$ cat src/rtl/key_debouncer.sv
// key_debouncer: synchronise, polarity-normalise and debounce raw push-buttons with press/release strobes
module key_debouncer #(
   parameter int KEY_W           = 4,
   parameter int DEBOUNCE_CYCLES = 500000,
   parameter bit KEY_ACTIVE_LOW  = 1
) (
   input  logic             clk50m_i,
   input  logic             rst_n_i,
   input  logic [KEY_W-1:0] key_raw_i,
   output logic [KEY_W-1:0] key_o,
   output logic [KEY_W-1:0] press_o,
   output logic [KEY_W-1:0] release_o,
   output logic             change_o
);
   localparam int CW = (DEBOUNCE_CYCLES > 1) ? $clog2(DEBOUNCE_CYCLES) : 1;
   localparam logic [CW-1:0] LAST = CW'(DEBOUNCE_CYCLES - 1);
   localparam logic [KEY_W-1:0] IDLE = KEY_ACTIVE_LOW ? {KEY_W{1'b1}} : {KEY_W{1'b0}};
   typedef enum logic {ST_STABLE, ST_CONFIRM} state_t;
   logic [KEY_W-1:0] r_sync1;
   logic [KEY_W-1:0] r_sync2;
   logic [KEY_W-1:0] w_sample;
   logic [KEY_W-1:0] w_fire;
   logic             r_change;
   // two-flop synchroniser, reloaded with the released level so reset never looks like a press
   always_ff @(posedge clk50m_i) begin
      if (!rst_n_i) begin
         r_sync1 <= IDLE;
         r_sync2 <= IDLE;
      end else begin
         r_sync1 <= key_raw_i;
         r_sync2 <= r_sync1;
      end
   end
   assign w_sample = KEY_ACTIVE_LOW ? ~r_sync2 : r_sync2;
   for (genvar k = 0; k < KEY_W; k++) begin : g_key
      state_t        r_state;
      logic [CW-1:0] r_cnt;
      logic          r_key;
      logic          r_press;
      logic          r_release;
      assign w_fire[k] = (r_state == ST_CONFIRM) && (w_sample[k] != r_key) && (r_cnt == LAST);
      // per-key confirm FSM: a new level must disagree for DEBOUNCE_CYCLES consecutive cycles
      always_ff @(posedge clk50m_i) begin
         if (!rst_n_i) begin
            r_state   <= ST_STABLE;
            r_cnt     <= '0;
            r_key     <= 1'b0;
            r_press   <= 1'b0;
            r_release <= 1'b0;
         end else begin
            r_press   <= w_fire[k] & w_sample[k];
            r_release <= w_fire[k] & ~w_sample[k];
            if (w_sample[k] == r_key) begin
               r_state <= ST_STABLE;
               r_cnt   <= '0;
            end else if (r_state == ST_STABLE) begin
               r_state <= ST_CONFIRM;
               r_cnt   <= CW'(1);
            end else if (w_fire[k]) begin
               r_key   <= w_sample[k];
               r_state <= ST_STABLE;
               r_cnt   <= '0;
            end else begin
               r_cnt   <= r_cnt + CW'(1);
            end
         end
      end
      assign key_o[k]     = r_key;
      assign press_o[k]   = r_press;
      assign release_o[k] = r_release;
   end
   // single registered change pulse aligned with the strobes, even when several keys fire together
   always_ff @(posedge clk50m_i) begin
      if (!rst_n_i) r_change <= 1'b0;
      else          r_change <= |w_fire;
   end
   assign change_o = r_change;
endmodule

$ cat config.mk
export PLATFORM = sky130hd
export DESIGN_NAME = key_debouncer
export DESIGN_NICKNAME = d
export VERILOG_FILES = /design/src/rtl/key_debouncer.sv
export SDC_FILE = /design/constraint.sdc
export NUM_CORES = 1
export LEC_CHECK = 0
export CAP_MARGIN = 20
export CELL_PAD_IN_SITES_DETAIL_PLACEMENT = 1
export CELL_PAD_IN_SITES_GLOBAL_PLACEMENT = 1
export CORE_AREA = 5 5 104 106
export DETAILED_ROUTE_END_ITERATION = 8
export DIE_AREA = 0 0 109 111
export PLACE_DENSITY_LB_ADDON = 0.1
export SYNTH_ARGS = -nofsm -noshare
export SYNTH_HDL_FRONTEND = slang
export SYNTH_SLANG_ARGS = --single-unit
$ cat constraint.sdc
create_clock -name clk50m_i -period 6.5 [get_ports clk50m_i]
set_clock_uncertainty 0.2 [all_clocks]
set_input_delay 1.3 -clock clk50m_i [delete_from_list [all_inputs] [get_ports clk50m_i]]
set_output_delay 1.3 -clock clk50m_i [all_outputs]
set_load 0.005 [all_outputs]
==> flow_metrics.py, run 1 <==
metrics = {
    "status": {
        "status": "finished clean",
    },
    "final_layout": {
        "stdcell_area_um2": 4828,
        "syn_to_final_growth_pct": 9.631,
        "final_core_utilization_pct": 49.86,
        "antenna_cells": 0,
        "layout-drive-gt1-share_pct": 4.970,
        "final_net_count": 508,
    },
    "pwr": {
        "switchingPower_uw": 219.8,
        "seq_power_share_pct": 59.1,
        "total_power_uw": 1057,
        "pwr-share-comb_pct": 1.1,
        "p_per_area_nw_per_um2": 218.8,
        "p_leak_uw": 0.001446,
        "p_clk_share_pct": 39.8,
        "intPower_uw": 836.8,
        "peakVddDrop_mv": 0.1840,
        "switching_share_pct": 20.81,
    },
    "timing": {
        "fin_crit_sh_pct": 43.81,
        "fmax_mhz": 351.2,
        "rsz0062_at_grt": "false",
        "hold_viol": 0,
        "maxSlewViolCount": 0,
        "slew_headroom_pct": 49.59,
        "setup_viol": 0,
        "period_needed_ps": 2848,
        "tightest_slew_ps": 756.0,
        "fin_tns_setup_ps": 0,
    },
    "global_routing": {
        "grt_usage_pct": 16.29,
        "antenna_found_initial": 0,
        "grt_overflow_total": 0,
        "grt_max_degree": 19,
        "grt_pass1_vias": 3386,
        "grt_pass1_wl_um": 15950,
    },
    "worst_hold_path": {
        "hold_path_class": "reg2reg",
        "hold_path_depth": 1,
        "min-delay-start": "r_sync1[0]",
        "min_to": "r_sync2[0]",
    },
    "route": {
        "viasPerCell": 5.385,
        "drcViolationCount": 0,
        "vias": 3425,
        "wire_per_inst_um": 14.53,
        "drtPass1Iterations": 4,
        "postRouteAntennaNets": 0,
        "routed_wl_um": 9239,
        "first_iter_violations": 131,
    },
    "clocking": {
        "cts_root_buffer": "clkbuf_8",
        "clkTransAtPathRegs_ps": 90,
        "post-cts-setup-buffers": 0,
        "clk_latency_ps": 380,
        "cts_tree": "done",
        "htreeDepth": 3,
        "cts_buffers": 9,
        "cts.path.max_buffers": 2,
        "cts_resized": 0,
        "cts_hold_buf": 0,
        "clock-sinks": 101,
    },
    "logic_synthesis": {
        "synth_area_um2": 4404,
        "ys.flop_type": "dfxtp_1",
        "yosysTopAreaCell": "dfxtp_1",
        "synth_edf_count": 0,
        "ys_seq_area_share_pct": 45.91,
        "synth.most_common_cell": "dfxtp_1",
        "syn-instance-count": 490,
        "synth.avg_cell_area_um2": 8.988,
        "syn_nets": 500,
        "yosysTopAreaCellShare_pct": 45.91,
        "synthTopCellsByArea": "dfxtp_1 46%, xor2_1 6.0%, nor2_1 5.2%",
        "synthArstFlopShare_pct": 0,
        "ys_ff_latch": 101,
        "yosysUniqueCellTypes": 43,
        "ys_warn_count": 0,
        "synth_common_cells": "101 x dfxtp_1, 61 x nor2_1, 30 x a21oi_1, 30 x nand2_1, 30 x xor2_1",
    },
    "worst_setup_path": {
        "worstPathMaxFanout": 18,
        "crit_required_ps": 6610,
        "crit_type": "in2reg",
        "start_kind": "primary input",
        "r2r-start": "g_key[0].r_cnt[0]",
        "crit_path_end_kind": "flip-flop",
        "rr_endpoint": "g_key[0].r_cnt[7]",
        "r2r_setup_slack_ps": 3950,
        "cp.arrival_ps": 2960,
        "reg2reg_depth": 5,
    },
    "placement": {
        "gp_congestion": 0.7826,
        "dpl-instance-area_um2": 4617,
        "detailed_place_hpwl_um": 6679,
        "port_buffers": 18,
    },
    "floorplan": {
        "initial_utilization_pct": 45.48,
        "io_pins": 19,
        "fp.dieArea_um2": 12100,
        "num_rows": 36,
        "core_um2": 9684,
        "fp.dieW_um": 109,
        "die_h_um": 111,
    },
    "job": {
        "drv_cap": 0,
    },
}
power by group through the flow:
stage / registers [uW] / clock network, uW / logic, uW
floorplan: 638 / 0 / 6.89
global placement: 639 / 0 / 11.6
detailed placement: 639 / 0 / 11.9
CTS: 625 / 437 / 11.9
global route: 626 / 463 / 13.3
finish: 625 / 420 / 11.7
stage by stage:
stage,setup slack (ps),instances,hold WS (ps)
6_report,3652,636,217.1
5_1_grt,3504,636,243.6
2_1_floorplan,4303,490,186.3
4_1_cts,3641,636,218.7
3_5_place_dp,3221,620,199.3
3_3_place_gp,3284,620,192.8
area by class of cell:
type,count,area [um2]
clock inverter,3,42.54
fill,1140,4856
tap,133,166.4
clock buffer,13,168.9
inverter,17,63.81
sequential,101,2022
multi-input combinational,351,2185
timing repair buffer,18,180.2
metal layers:
metal  vias up  global-route usage (%)  routed length (um)
met4         0                   4.882                 106
met1      1628                   20.65                4409
met2        30                   26.45                4437
met5         -                       0                   0
met3         9                   4.892                 287
li1       1758                       -                   -
cell usage in the layout, fill, tap and decap left out, types with 2 or more instances in the layout:
cell type / synthesis / layout
nor4b_1: 7 / 7
nor4_1: 8 / 8
nor2_1: 61 / 61
nand2_1: 30 / 30
o21ai_2: 3 / 3
xor2_1: 30 / 30
and2_1: 5 / 5
and3_1: 8 / 8
nand2b_1: 9 / 9
ha_1: 4 / 4
dfxtp_1: 101 / 101
and4_1: 11 / 11
or4_1: 10 / 10
o31ai_1: 10 / 10
nand4_1: 27 / 27
inv_1: 17 / 17
nor3_1: 8 / 8
clkdlybuf4s50_1: 0 / 18
xnor2_1: 20 / 20
clkbuf_8: 0 / 12
o21bai_1: 3 / 3
nand3_1: 23 / 23
and3b_1: 2 / 2
or3_1: 15 / 15
a21oi_1: 30 / 30
o21ai_0: 13 / 13
critical path, stage by stage:
cell	delay [ps]
clkdlybuf4s50_1	900
and3_1	330
o21ai_2	230
a21oi_1	190
sequential cells by signal, indices dropped and copies added, names as in the netlist:
| register | cells |
|---|---|
| change_o | 1 |
| g_key.r_cnt | 76 |
| g_key.r_key | 4 |
| g_key.r_press | 4 |
| g_key.r_release | 4 |
| g_key.r_state | 4 |
| r_sync1 | 4 |
| r_sync2 | 4 |
worst max path at each step:
stage	startpoint	endpoint	slack [ps]	cells after the start
2_1_floorplan	rst_n_i	g_key[1].r_cnt[11]	4300	4
3_3_place_gp	rst_n_i	g_key[3].r_cnt[18]	3280	4
3_5_place_dp	rst_n_i	g_key[0].r_cnt[7]	3220	4
4_1_cts	g_key[2].r_key	key_o[2]	3640	1
5_1_grt	rst_n_i	g_key[0].r_cnt[18]	3500	4
6_report	rst_n_i	g_key[3].r_cnt[17]	3650	4
cell families after synthesis:
family,synth area share [%]
compound gates,9.262
xor+xnor,9.943
fa+ha+maj,1.136
buf+inv,4.488
flops,45.91
simple gates,29.26
Power figures use the tool's default switching activity.
==> run 2, diff against run 1 <==
==> constraint.sdc (replaced) <==
create_clock -name clk50m_i -period 2.8 [get_ports clk50m_i]
set_clock_uncertainty 0.2 [all_clocks]
set_input_delay 0.56 -clock clk50m_i [delete_from_list [all_inputs] [get_ports clk50m_i]]
set_output_delay 0.56 -clock clk50m_i [all_outputs]
set_load 0.005 [all_outputs]
==> run 2 against run 1 <==
Sequential share of layout area fell by 0.087 points. Non-clock buffer count is 4 higher. Worst setup slack lost 3200 ps. Sequential power rose by 130%. Global-route usage decreased by 0.078 points. Worst hold slack got worse by 1.1 ps. Core utilization increased by 0.10 points. Die area unchanged. First-iteration DRC count fell by 7.6%. Flip-flop and latch count stayed put. Largest power group unchanged.
==> flow_metrics.py, run 2 (same netlist as run 1, synthesis figures left out) <==
metrics = {
    "placement": {
        "preCtsSetupSlack_ps": 411.8,
        "gp_congestion": 0.8025,
        "numPlacedInstances": 624,
        "detailed_place_hpwl_um": 6639,
        "port_buffers": 18,
    },
    "global_routing": {
        "grt_pass1_wl_um": 15950,
        "antenna_found_initial": 0,
        "grt_overflow_total": 0,
        "grt_max_degree": 19,
        "grt_usage_pct": 16.22,
        "grt_pass1_vias": 3435,
    },
    "final_layout": {
        "antenna_cells": 0,
        "syn_to_final_growth_pct": 9.858,
        "multi_input_area_um2": 2185,
        "ff_latch_area_um2": 2022,
        "largest_reg_flops": 76,
        "layout-drive-gt1-share_pct": 5.720,
        "top_register": "g_key.r_cnt",
        "fill_cells": 1170,
        "layout_common_cells": "101 x dfxtp_1, 61 x nor2_1, 30 x xor2_1, 30 x nand2_1, 30 x a21oi_1",
        "final_cells": 640,
        "final_common_cell": "dfxtp_1",
        "final_net_count": 512,
    },
    "timing": {
        "period_needed_ps": 2327,
        "setup_viol": 0,
        "rsz0062_at_grt": "false",
        "fin_tns_setup_ps": 0,
        "fin_hold_ws_ps": 216.0,
        "maxSlewViolCount": 0,
        "layout_setup_ws_ps": 472.6,
        "fin_crit_sh_pct": 83.12,
        "tightest_slew_ps": 748.0,
        "hold_viol": 0,
        "fmax_mhz": 429.7,
        "slew_headroom_pct": 50.12,
    },
    "route": {
        "viasPerCell": 5.303,
        "routed_wl_um": 9135,
        "drtPass1Iterations": 4,
        "first_iter_violations": 121,
        "wire_per_inst_um": 14.27,
        "vias": 3394,
        "drcViolationCount": 0,
        "postRouteAntennaNets": 0,
    },
    "floorplan": {
        "fp.dieW_um": 109,
        "io_pins": 19,
        "initial_utilization_pct": 45.48,
        "die_h_um": 111,
        "core_um2": 9684,
        "fp.dieArea_um2": 12100,
        "num_rows": 36,
    },
    "pwr": {
        "p_leak_uw": 0.001462,
        "p_per_area_nw_per_um2": 493.4,
        "peakVddDrop_mv": 0.3811,
    },
    "status": {
        "status": "finished clean",
    },
    "worst_setup_path": {
        "start_kind": "flip-flop",
        "critPathSlowestCell": "or4_1",
        "r2r-start": "g_key[2].r_cnt[0]",
        "crit_path_start": "g_key[2].r_cnt[0]",
        "crit_type": "reg2reg",
        "critPathMaxStageDelay_ps": 580,
        "crit_path_end_kind": "flip-flop",
        "cp.arrival_ps": 2360,
        "crit_required_ps": 2830,
        "worstPathMaxFanout": 18,
        "path_cells": "ha_1 > nand4_1 > or4_1 > o2111ai_4 > nor2_1",
    },
    "clocking": {
        "cts_buffers": 9,
        "post-cts-setup-buffers": 0,
        "cts_root_buffer": "clkbuf_8",
        "cts_resized": 0,
        "cts_tree": "done",
        "cts_hold_buf": 0,
        "htreeDepth": 3,
        "clkTransAtPathRegs_ps": 90,
        "cts.path.max_buffers": 2,
        "clk_latency_ps": 370,
        "clock-sinks": 101,
    },
    "worst_hold_path": {
        "min-delay-start": "r_sync1[3]",
        "hold_path_class": "reg2reg",
    },
    "job": {
        "drv_cap": 0,
    },
}
==> run 2: cell types whose count changed in the layout (fill, tap and decap cells not counted) <==
cell        delta
clkinv_2       +3
clkbuf_8       -2
clkinvlp_4     -1
buf_4          +4
==> run 2: stage by stage <==
stage	utilization [%]	power, uW	cell area, um2
finish	49.96	2387	4838
global route	49.96	2505	4838
CTS	49.96	2440	4838
detailed placement	47.98	1515	4647
global placement	47.98	1513	4647
floorplan	-	1498	4404
==> run 2: worst max-delay path: cells and delay by family (launching register included) <==
family	cells	cell delay, ps
simple gates	3	820
fa+ha+maj	1	240
compound gates	1	520
flops	1	390
==> run 2: report_power, final <==
group	leakage [uW]	switching [uW]	internal (uW)
Clock	0.000103	475	432
Sequential	0.000816	6.90	1440
Combinational	0.000543	14.2	15.5
==> run 2: worst paths after layout <==
check                       endpoint  slack, ps  depth (start not counted)
setup / recovery  g_key[2].r_cnt[12]        470                          5
hold / removal            r_sync2[3]        220                          1
setup reg to reg  g_key[2].r_cnt[12]        470                          5
hold reg to reg           r_sync2[3]        220                          1
==> run 2: final cells by class <==
cell class                 instances  area share, %
clock inverter                     5          1.034
inverter                          17          1.319
tap                              133          3.439
multi-input combinational        351          45.15
sequential                       101          41.79
clock buffer                      11          2.922
timing repair buffer              22          4.344
==> run 2: routing by layer <==
metal | GRT usage, % | share of wire (%)
met5 | 0 | 0
met4 | 3.788 | 0.93
met3 | 5.183 | 3.0
met2 | 25.92 | 46
met1 | 21.17 | 50
==> run 3, diff against run 2 <==
--- a/config.mk
+++ b/config.mk
@@ -8,9 +8,9 @@
 export CAP_MARGIN = 20
 export CELL_PAD_IN_SITES_DETAIL_PLACEMENT = 1
 export CELL_PAD_IN_SITES_GLOBAL_PLACEMENT = 1
-export CORE_AREA = 5 5 104 106
+export CORE_AREA = 5 5 109 111
 export DETAILED_ROUTE_END_ITERATION = 8
-export DIE_AREA = 0 0 109 111
+export DIE_AREA = 0 0 114 116
 export PLACE_DENSITY_LB_ADDON = 0.1
 export SYNTH_ARGS = -nofsm -noshare
 export SYNTH_HDL_FRONTEND = slang
==> constraint.sdc (replaced) <==
create_clock -name clk50m_i -period 1.95 [get_ports clk50m_i]
set_clock_uncertainty 0.2 [all_clocks]
set_input_delay 0.39 -clock clk50m_i [delete_from_list [all_inputs] [get_ports clk50m_i]]
set_output_delay 0.39 -clock clk50m_i [all_outputs]
set_load 0.005 [all_outputs]
==> run 3 against run 2 <==
Worst hold slack gained 12 ps. Sequential power grew 43%. Die area grew 9.3%. Largest cell class unchanged. Largest power group unchanged.
==> flow_metrics.py, run 3 (same netlist as run 1, synthesis figures left out) <==
metrics = {
    "status": {
        "status": "finished clean",
    },
    "worst_setup_path": {
        "path_cells": "ha_4 > nand4_1 > or4_4 > o2111ai_4 > buf_6 > a21oi_1",
        "crit_path_start": "g_key[2].r_cnt[1]",
        "crit_required_ps": 2010,
        "start_kind": "flip-flop",
        "r2r_setup_slack_ps": 0.6,
        "cp_top_family": "simple AND/OR/NAND/NOR gates",
        "critPathMaxStageDelay_ps": 480,
        "worstPathMaxFanout": 5,
        "crit_path_end_kind": "flip-flop",
        "crit_buf_inv": 1,
        "crit_type": "reg2reg",
        "r2r-start": "g_key[2].r_cnt[1]",
        "cp.arrival_ps": 2010,
        "critPathSlowestCell": "or4_4",
    },
    "final_layout": {
        "largest_reg_flops": 76,
        "final_core_utilization_pct": 51.92,
        "final_common_cell": "dfxtp_1",
        "final_net_count": 579,
        "final_cells": 714,
        "layout_common_cells": "87 x dfxtp_1, 63 x buf_4, 58 x nor2_1",
        "syn_to_final_growth_pct": 26.11,
        "antenna_cells": 0,
        "top_register": "g_key.r_cnt",
        "layout-drive-gt1-share_pct": 23.00,
    },
    "timing": {
        "fin_tns_setup_ps": 0,
        "layout_setup_ws_ps": 0.5540,
        "fin_hold_ws_ps": 227.6,
        "rsz0062_at_grt": "true",
        "slew_headroom_pct": 70.60,
        "maxSlewViolCount": 0,
        "setup_viol": 0,
        "fin_crit_sh_pct": 99.97,
        "hold_viol": 0,
        "fmax_mhz": 513.0,
        "period_needed_ps": 1949,
        "tightest_slew_ps": 436.9,
    },
    "placement": {
        "detailed_place_hpwl_um": 7890,
        "preCtsSetupSlack_ps": -34.62,
        "gp_congestion": 0.7607,
        "numPlacedInstances": 686,
        "port_buffers": 18,
    },
    "clocking": {
        "clkTransAtPathRegs_ps": 100,
        "cts_root_buffer": "clkbuf_8",
        "htreeDepth": 3,
        "cts_tree": "done",
        "cts.path.max_buffers": 2,
        "clock-sinks": 101,
        "cts_hold_buf": 0,
        "clk_latency_ps": 380,
        "cts_buffers": 9,
    },
    "floorplan": {
        "num_rows": 38,
        "initial_utilization_pct": 41.17,
        "io_pins": 19,
        "fp.dieW_um": 114,
        "die_h_um": 116,
        "fp.dieArea_um2": 13220,
        "core_um2": 10700,
    },
    "global_routing": {
        "grt_usage_pct": 16.91,
        "grt_overflow_total": 0,
        "grt_pass1_vias": 4070,
        "grt_pass1_wl_um": 18210,
        "grt_max_degree": 19,
        "antenna_found_initial": 0,
    },
    "pwr": {
        "p_per_area_nw_per_um2": 625.3,
        "p_leak_uw": 0.001825,
        "peakVddDrop_mv": 0.3570,
    },
    "route": {
        "postRouteAntennaNets": 0,
        "viasPerCell": 5.262,
        "drcViolationCount": 0,
        "vias": 3757,
        "drtPass1Iterations": 4,
        "routed_wl_um": 10700,
        "first_iter_violations": 137,
        "wire_per_inst_um": 14.99,
    },
    "job": {
        "drv_cap": 0,
    },
    "worst_hold_path": {
        "hold_path_class": "reg2reg",
        "min-delay-start": "r_sync1[2]",
    },
}
run 3: cell types whose count changed in the layout (fill, tap and decap cells not counted), moves of 4 or more:
| cell | change |
|---|---|
| buf_4 | +59 |
| dfxtp_1 | -14 |
| dfxtp_2 | +12 |
| buf_12 | +4 |
| buf_6 | +4 |
run 3: layout make-up:
cell class	instances	area, um2
clock buffer	10	137.6
clock inverter	6	62.56
fill	1254	5144
inverter	17	63.81
multi-input combinational	351	2292
sequential	101	2044
tap	140	175.2
timing repair buffer	89	778.2
run 3: metal layers:
layer / track usage, % / vias to the layer above / wire length, um
met5: 0 / - / 0
met4: 4.988 / 0 / 91
met3: 3.916 / 8 / 271
met2: 31.26 / 26 / 5575
met1: 19.40 / 1831 / 4763
li1: - / 1892 / -
run 3: where the power goes:
part	internal, uW	leakage, uW	switching [uW]	total, uW
Sequential	2070	0.000823	10.1	2080
Combinational	29.1	0.000907	22.9	52.0
Clock	623	0.0000943	717	1340
Total	2720	0.00182	750	3470
run 3: final timing paths:
path / endpoint / cells after the start
max: g_key[2].r_cnt[16] / 6
min: r_sync2[2] / 1
max reg2reg: g_key[2].r_cnt[16] / 6
min reg2reg: r_sync2[2] / 1
run 3: repair_timing:
item,4_1_cts,5_1_grt
setup buffers,4,6
resized for setup,9,31
pin swaps,4,5
endpoints found under the setup margin,23,81
cloned,0,2
run 3: stage by stage:
| stage | total power (uW) | instance area, um2 |
|---|---|---|
| after floorplan | 2151 | 4437 |
| after global placement | 2180 | 5137 |
| after detailed placement | 2183 | 5137 |
| after CTS | 3540 | 5400 |
| after global routing | 3628 | 5554 |
| final | 3473 | 5554 |
==> variant (flow settings as in run 1) <==
`KEY_W`: 4 -> 6.
--- a/src/rtl/key_debouncer.sv
+++ b/src/rtl/key_debouncer.sv
@@ -1,6 +1,6 @@
 // key_debouncer: synchronise, polarity-normalise and debounce raw push-buttons with press/release strobes
 module key_debouncer #(
-   parameter int KEY_W           = 4,
+   parameter int KEY_W           = 6,
    parameter int DEBOUNCE_CYCLES = 500000,
    parameter bit KEY_ACTIVE_LOW  = 1
 ) (
Ports: changed (resized key_o, key_raw_i, press_o and release_o); port bits go from 19 to 27. The function was not compared with the original's and may differ.
==> variant against run 1 <==
The flow now stops in clock tree synthesis (4_1_cts); area after synthesis grew 45%; synthesized cell count up 48%.
==> variant: results <==
[placement]
place_area_sq_um = 6575
place.gp.congestion = 0.8125
dp_hpwl_um = 12390
port_buffers = 26
dp_cells = 847

[logic_synthesis]
synth_nets = 739
synth_cell_types = 45
ys_ff_latch = 151
netlist_instances = 725
synth_flop_cell = "dfxtp_1"
synth_seq_area_share_pct = 47.31
ys_warn_count = 0
yosys-top-cells-count = "nor2_1, dfxtp_1, xnor2_1, nand2_1, nand3_1"
synthArstFlopShare_pct = 0
synth_area_leaders = "dfxtp_1, nor2_1, xnor2_1, xor2_1, nand3_1"

[run_status]
lastStage = "clock tree synthesis (4_1_cts)"
status = "did not finish"
error = "[ERROR DPL-0033] detailed placement checks failed during check placement."

[floorplan]
fp-row-count = 36

[clocking]
clockBufferDepth = 2
post_cts_buffers = 0
cts.repair.resized = 0
htree_levels = 4
cts_inserted_buffers = 17
root_buffer = "clkbuf_8"
variant: cell count changes after synthesis, moves of 11 or more:
cell | before | now
xor2_1 | 30 | 43
o21ai_0 | 13 | 1
nor3_1 | 8 | 23
a21oi_1 | 30 | 2
or3_1 | 15 | 4
dfxtp_1 | 101 | 151
nand2_1 | 30 | 48
nor2_1 | 61 | 161
nand3_1 | 23 | 44
xnor2_1 | 20 | 64
variant: cell families after synthesis:
group,count (synthesis),share of synthesized area [%]
fa+ha+maj,6,1.175
flops,151,47.31
buf+inv,61,5.189
xor+xnor,107,14.67
mux,3,0.4700
simple gates,381,29.37
compound gates,16,1.821
variant: metrics by stage:
step | worst slack [ns] | utilization, % | hold WS (ns)
after detailed placement | 2.617 | 67.89 | 0.2022
after floorplan | 3.702 | - | 0.1863
after global placement | 2.795 | 67.89 | 0.1882
